`src/rtl/fifo_read_ctrl.sv`:
```
// rtl/fifo_read_ctrl.sv - FIFO read-side controller with 2-entry skid buffer; optional stats counters under FRC_STATS_EN
module fifo_read_ctrl #(
    parameter int         DATA_W     = 32,
    parameter int         LVL_W      = 6,
    parameter logic [4:0] AEMPTY_DEF = 5'd5
) (
    input  logic              rclk,
    input  logic              hw_rst,
    input  logic              sw_rst,
    input  logic              enable,
    input  logic              cfg_load,
    input  logic [4:0]        cfg_aempty,
    input  logic              rdempty,
    input  logic              rd_almost_empty,
    input  logic              underflow,
    input  logic [LVL_W-1:0]  rd_level,
    input  logic [DATA_W-1:0] read_data,
    output logic              read_enable,
    output logic [4:0]        aempty_value,
    output logic [DATA_W-1:0] m_data,
    output logic              m_valid,
    input  logic              m_ready,
    output logic              busy,
    output logic              err_underflow
`ifdef FRC_STATS_EN
    ,
    output logic [15:0]       words_out,
    output logic [15:0]       stall_cnt
`endif
);

    localparam logic [1:0] ST_IDLE  = 2'd0;
    localparam logic [1:0] ST_RUN   = 2'd1;
    localparam logic [1:0] ST_DRAIN = 2'd2;

    logic [1:0]        state_q;
    logic [1:0]        state_d;
    logic [1:0]        arm_q;
    logic              rd_inflight_q;
    logic [1:0]        occ_q;
    logic [DATA_W-1:0] buf0_q;
    logic [DATA_W-1:0] buf1_q;
    logic              xfer;
    logic              push;
    logic [2:0]        occ_after;
    logic              lvl_low;
    logic              unused_status;

    // The almost-empty flag is informational only; the controller paces reads from rd_level.
    assign unused_status = rd_almost_empty;

    assign xfer      = (occ_q != 2'd0) && m_ready;
    assign push      = rd_inflight_q;
    // Occupancy the buffer will hold after this cycle's capture and transfer settle.
    assign occ_after = {1'b0, occ_q} + {2'b00, rd_inflight_q} - {2'b00, xfer};
    // rdempty/rd_level do not yet reflect a pop issued last cycle, so one word left may already be taken.
    assign lvl_low   = (rd_level <= LVL_W'(1));

    assign read_enable = (state_q == ST_RUN) && enable && !sw_rst && arm_q[1] && !rdempty
                         && (occ_after < 3'd2) && !(rd_inflight_q && lvl_low);

    assign m_valid = (occ_q != 2'd0);
    assign m_data  = buf0_q;
    assign busy    = (state_q != ST_IDLE);

    // Next-state decode for the run/drain sequencing.
    always_comb begin
        state_d = state_q;
        case (state_q)
            ST_IDLE:  if (enable) state_d = ST_RUN;
            ST_RUN:   if (!enable) state_d = ST_DRAIN;
            ST_DRAIN: begin
                if (enable)
                    state_d = ST_RUN;
                else if (!rd_inflight_q && (occ_q == 2'd0))
                    state_d = ST_IDLE;
            end
            default:  state_d = ST_IDLE;
        endcase
    end

    // Holds off the first read for two cycles after hard reset release.
    always_ff @(posedge rclk or negedge hw_rst) begin
        if (!hw_rst)
            arm_q <= 2'b00;
        else
            arm_q <= {arm_q[0], 1'b1};
    end

    // State, in-flight tracking and the skid buffer; head entry drives m_data.
    always_ff @(posedge rclk or negedge hw_rst) begin
        if (!hw_rst) begin
            state_q       <= ST_IDLE;
            rd_inflight_q <= 1'b0;
            occ_q         <= 2'd0;
            buf0_q        <= '0;
            buf1_q        <= '0;
        end else if (sw_rst) begin
            state_q       <= ST_IDLE;
            rd_inflight_q <= 1'b0;
            occ_q         <= 2'd0;
            buf0_q        <= '0;
            buf1_q        <= '0;
        end else begin
            state_q       <= state_d;
            rd_inflight_q <= read_enable;
            occ_q         <= occ_after[1:0];
            case ({push, xfer})
                2'b11: begin
                    if (occ_q == 2'd2) begin
                        buf0_q <= buf1_q;
                        buf1_q <= read_data;
                    end else begin
                        buf0_q <= read_data;
                    end
                end
                2'b10: begin
                    if (occ_q == 2'd0)
                        buf0_q <= read_data;
                    else
                        buf1_q <= read_data;
                end
                2'b01:   buf0_q <= buf1_q;
                default: ;
            endcase
        end
    end

    // Almost-empty threshold register; soft clear leaves it alone.
    always_ff @(posedge rclk or negedge hw_rst) begin
        if (!hw_rst)
            aempty_value <= AEMPTY_DEF;
        else if (cfg_load)
            aempty_value <= cfg_aempty;
    end

    // Sticky underflow flag.
    always_ff @(posedge rclk or negedge hw_rst) begin
        if (!hw_rst)
            err_underflow <= 1'b0;
        else if (sw_rst)
            err_underflow <= 1'b0;
        else if (underflow)
            err_underflow <= 1'b1;
    end

`ifdef FRC_STATS_EN
    // Saturating counts of delivered words and RUN cycles starved by an empty FIFO.
    always_ff @(posedge rclk or negedge hw_rst) begin
        if (!hw_rst) begin
            words_out <= 16'h0000;
            stall_cnt <= 16'h0000;
        end else if (sw_rst) begin
            words_out <= 16'h0000;
            stall_cnt <= 16'h0000;
        end else begin
            if (m_valid && m_ready && (words_out != 16'hFFFF))
                words_out <= words_out + 16'd1;
            if ((state_q == ST_RUN) && rdempty && (stall_cnt != 16'hFFFF))
                stall_cnt <= stall_cnt + 16'd1;
        end
    end
`endif

endmodule
```
`config.mk`:
```
export PLATFORM = sky130hd
export DESIGN_NAME = fifo_read_ctrl
export DESIGN_NICKNAME = d
export VERILOG_FILES = /design/src/rtl/fifo_read_ctrl.sv
export SDC_FILE = /design/constraint.sdc
export NUM_CORES = 1
export LEC_CHECK = 0
export ABC_CLOCK_PERIOD_IN_PS = 9400
export CAP_MARGIN = 20
export CORE_AREA = 2 2 108 110
export CTS_BUF_LIST = sky130_fd_sc_hd__clkbuf_4 sky130_fd_sc_hd__clkbuf_8
export CTS_CLUSTER_DIAMETER = 200
export DETAILED_ROUTE_END_ITERATION = 16
export DIE_AREA = 0 0 110 112
export GPL_TIMING_DRIVEN = 0
export PLACE_DENSITY = 0.65
export REMOVE_ABC_BUFFERS = 1
export SKIP_CTS_REPAIR_TIMING = 1
export SLEW_MARGIN = 20
export SYNTH_ARGS = -nofsm -noshare
export SYNTH_HDL_FRONTEND = slang
export SYNTH_SLANG_ARGS = --single-unit
export TNS_END_PERCENT = 100
```
`constraint.sdc`:
```
create_clock -name rclk -period 9.4 [get_ports rclk]
set_input_delay 2.35 -clock rclk [delete_from_list [all_inputs] [get_ports rclk]]
set_output_delay 2.35 -clock rclk [all_outputs]
set_load 0.005 [all_outputs]
```
# --- Yosys cells after proc, flatten, opt, wreduce, memory -nomap -nowiden ---
# Cells that the tools add are included.
totals:
  word_cells: 65
  reg_bits: 77
classes:
  magnitude_cmp: 2
  reduce_logical: 23
  muxes: 18
  eq_ne: 12
  n_addsub: 2
op_table:
  columns: ["operator", "n"]
  rows:
  - ["$mux 32", 6]
  - ["$pmux 32 s3", 1]
  - ["$pmux 32 s2", 1]
  - ["$ne 3x3->1 const B", 5]
  - ["$mux 2", 6]
  - ["$logic_and 1x1->1", 9]
  - ["$eq 2x2->1 const B", 4]
  - ["$le 6x1->1 const B", 1]
  - ["$pmux 2 s3", 1]
  - ["$reduce_and 3->1", 2]
  - ["$reduce_bool 2->1", 3]
  - ["$eq 2x1->1 const B", 2]
  - ["$logic_not 1->1", 4]
  - ["$logic_not 2->1", 2]
  - ["$ne 4x4->1 const B", 1]
  - ["$reduce_bool 4->1", 1]
  - ["$add 2x1->3", 1]
  - ["$lt 3x2->1 const B", 1]
  - ["$mux 1", 3]
  - ["$reduce_bool 3->1", 1]
  - ["$sub 3x1->3", 1]
  - ["$reduce_and 2->1", 1]

# --- Depth between registers and ports, before layout ---
# Gate-level depths: netlist of run 1.
depth:
  depth_word: 8
  depth_mapped: 11
  depth_no_buf: 9

# --- Least setup slack after synthesis of run 1 ---
# No wires, ideal clock.
synth_path:
  kind: "in2out"
  from: "in m_ready"
  to: "out read_enable"
  stages: 11
  arrival_ns: 4.542
  path_slack_ns: 2.508
  path_cell_list: "o21ai_1 ha_1 clkbuf_1 clkbuf_1 inv_1 ha_1 inv_1 fa_1 nand3b_1 or3_1 a311oi_1"
synth_via:
  elab_chain_len: 5
synth_rtl:
  columns: ["element", "line_no", "text"]
  rows:
  - ["start, declared", "22", "input logic m_ready,"]
  - ["$logic_and 1x1->1", "52", "assign xfer = (occ_q != 2'd0) && m_ready;"]
  - ["$sub 3x1->3", "55", "assign occ_after = {1'b0, occ_q} + {2'b00, rd_inflight_q} - {2'b00, xfer};"]
  - ["$lt 3x2->1", "60", "&& (occ_after < 3'd2) && !(rd_inflight_q && lvl_low);"]
  - ["$logic_and 1x1->1 (2 in series)", "60", null]
  - ["end, declared", "18", "output logic read_enable,"]
# No other way between the ends.

# --- Worst setup path after layout of run 1 ---
# Same ends and word-level chain as after synthesis.

==> flow_summary.ini, run 1 <==
[detailed_routing]
drt-total-wl_um = 11600
first_pass_iters = 4
vias_per_cell = 5.62
via_count = 3732
postRouteAntennaNets = 0
drc_errors = 0
wire_per_inst_um = 17.4
drt-initial-drc-count = 200

[floorplan]
start_util_pct = 38.2
die-area_um2 = 12300
die_w_um = 110
num_rows = 39
die_y_um = 112
coreArea_um2 = 11200
io_pins = 93

[global_route]
overflow = 0
busiest_layer = met2
grt_pass1_wl_um = 18600
grt_util_met1_pct = 25.7
use_met3_pct = 3.28
antenna_found_initial = 0
met2_usage_pct = 31.4
grt_util_all_layers_pct = 19.5
grt_pass1_vias = 3659
grt_max_degree = 71

[critical_path]
crit_type = in2out
path_max_fanout = 50
crit_family = buffers and inverters
startpoint_type = input port
cp.depth = 12
critPathRequiredTime_ns = 7.05
slowest_delay_ns = 0.56
cp.arrival_ns = 5.77
r2r_cells = 7
cp-end-kind = output pin
critPathSlowestCell = clkdlybuf4s50_1
cp.buffers_inverters = 5
path_cells = clkdlybuf4s50_1 -> o21ai_1 -> ha_2 -> buf_12 -> inv_1 -> ha_1 -> inv_1 -> fa_1 -> nand3b_1 -> or3_1 -> a311oi_1 -> clkdlybuf4s50_1

[cells_and_area]
fillers = 1017
syn_to_final_growth_pct = 30.5
insertedDiodeCount = 0
num-nets-final = 571
drive_gt1_share_pct = 13.8
design_area_um2 = 5570

[sta]
clock.fmax_mhz = 123
worstMarginPinSlew_ns = 1.13
slew_viol_final = 0
timing.final.crit_share_pct = 86.3
relSlewSlack_pct = 24.8
rsz0062_at_grt = false
setup_viol = 0
fin_tns_setup_ns = 0
hold_viol = 0
layout_min_cycle_time_ns = 8.12
finClkSkew_ns = 0.0116

[clocking]
cts-root-buf = clkbuf_8
cts_tree = yes
cts_max_path_buffers = 2
cts_sinks = 77
clk_pin_slew_ns = 0.07
htreeDepth = 3
insertion_delay_ns = 0.36
numCtsBuffers = 9

[job]
maxCapViolations = 0

[logic_synthesis]
yosysTopAreaCellShare_pct = 44.0
netlist_instances = 448
netlist_area_um2 = 4260
yosysMostFrequentCell = nand2_1
yosys_warnings = 0
synth_fa_ha_area_share_pct = 1.06
synth_enable_flop_cells = 0
synth_seq_area_share_pct = 45.2
yosys.area_share.simple_pct = 22.9
synth_flop_cell = dfrtp_1
yosys.area.top_type = dfrtp_1
synth_top_family_by_area = compound AO/OA/AOI/OAI gates
synth_compound_area_share_pct = 24.5
synth_common_cells = 129 x nand2_1, 75 x dfrtp_1, 34 x nand2b_1
yosys-mux-area-fraction_pct = 1.32
netlist_top_cells_area = dfrtp_1 44%, o32ai_2 11%, nand2_1 11%, a221oi_1 6.4%, nand2b_1 5.0%
synthXorXnorAreaFrac_pct = 0.205
syn_avg_cell_area_um2 = 9.52
synthDistinctLibCells = 36
synthArstFlopShare_pct = 100
ys_ff_latch = 77

[power_and_ir_drop]
powerDensity_nw_per_um2 = 197
vdd_drop_max_uv = 89.4
p_leak_nw = 2.28

[status]
status = finished, final reports clean

[worst_hold_path]
holdCritPathClass = reg2reg
whs_path_depth = 0

[placed_design]
place.gp.congestion = 0.732
dp_hpwl_um = 7170
place_area_um2 = 5400
io_buffers = 90
[worst register-to-register path, stage by stage (launching register included)]
cell and delay (ns):
dfrtp_1 0.48, o21ai_1 0.32, ha_2 0.47, buf_12 0.25
a22oi_4 0.53, buf_16 0.23, nand2b_2 0.62, o32ai_1 0.49
[cell usage in the layout (no fill, tap or decap), types with 2 or more instances in the layout]
cell type	n
buf_4	2
mux2_2	5
buf_16	7
clkdlybuf4s50_1	88
clkinv_2	2
a311oi_1	3
clkbuf_8	9
inv_1	4
o32ai_2	30
clkbuf_4	5
nand2_1	129
and3_1	31
a221oi_1	31
nand2b_1	33
nor2_1	4
nor2b_1	3
nand2b_2	2
a21oi_1	33
dfrtp_1	75
dfstp_2	2
o211ai_1	2
[metal layers]
layer,vias to the layer above,part of all wire (%)
met5,-,0
met4,0,2.1
met3,22,6.1
met2,123,49
met1,1852,42
li1,1735,-
[where the power goes]
| group | switching, mW | internal, mW | leakage [nW] | total, mW |
|---|---|---|---|---|
| sequential | 0.0274 | 0.369 | 1.05 | 0.396 |
| combinational | 0.240 | 0.225 | 1.13 | 0.465 |
| clock | 0.124 | 0.110 | 0.0955 | 0.234 |
[registers in the layout (all words and copies together), names as in the netlist]
register       flops
state_q            2
occ_q              2
err_underflow      1
m_data            32
push               1
buf1_q            32
arm_q              2
aempty_value       5
[stage by stage]
step	hold slack (ns)	worst slack (ns)	total power, mW	util (%)	cells
finish	0.352	1.28	1.09	49.8	664
global route	0.375	1.10	1.16	49.8	664
CTS	0.355	1.28	1.11	49.8	664
detailed placement	0.338	1.28	0.871	48.3	648
global placement	0.333	0.469	0.815	46.2	640
floorplan	0.331	2.32	0.642	-	407
[final timing paths]
check	start	endpoint	slack (ns)
min in group asynchronous	hw_rst	m_data[8]$_DFFE_PN0P_	1.95
max reg2reg	occ_q[1]$_DFF_PN0_	m_data[18]$_DFFE_PN0P_	5.92
min reg2reg	arm_q[0]$_DFF_PN0_	arm_q[1]$_DFF_PN0_	0.35
max	m_ready	read_enable	1.28
max in group asynchronous	hw_rst	aempty_value[0]$_DFFE_PN1P_	6.82
min	arm_q[0]$_DFF_PN0_	arm_q[1]$_DFF_PN0_	0.35
[logic make-up (layout without fill, tap and decap cells)]
| family | count (synthesis) | count (layout) |
|---|---|---|
| buf+inv | 45 | 118 |
| xor+xnor | 1 | 1 |
| other cells | 1 | 1 |
| simple gates | 209 | 209 |
| flops | 77 | 77 |
| fa+ha+maj | 3 | 3 |
| mux | 5 | 5 |
| compound gates | 107 | 107 |
[cell type report]
cell class	count	area [um^2]	share of cell area, %
multi-input cells	326	2160	38.9
flip-flops and latches	77	1930	34.7
repair buffers	98	1110	19.9
well taps	143	179	3.21
clock buffers	14	161	2.90
inverters	4	15.0	0.270
clock inverters	2	10.0	0.180
Power figures use the tool's default switching activity.
==> run 2, diff against run 1 <==
--- a/config.mk
+++ b/config.mk
@@ -15,6 +15,7 @@
 export GPL_TIMING_DRIVEN = 0
 export PLACE_DENSITY = 0.65
 export REMOVE_ABC_BUFFERS = 1
+export SETUP_SLACK_MARGIN = 0.02
 export SKIP_CTS_REPAIR_TIMING = 1
 export SLEW_MARGIN = 20
 export SYNTH_ARGS = -nofsm -noshare
==> results of run 2 <==
Final layout, timing and power as in run 1 (identical DEF).
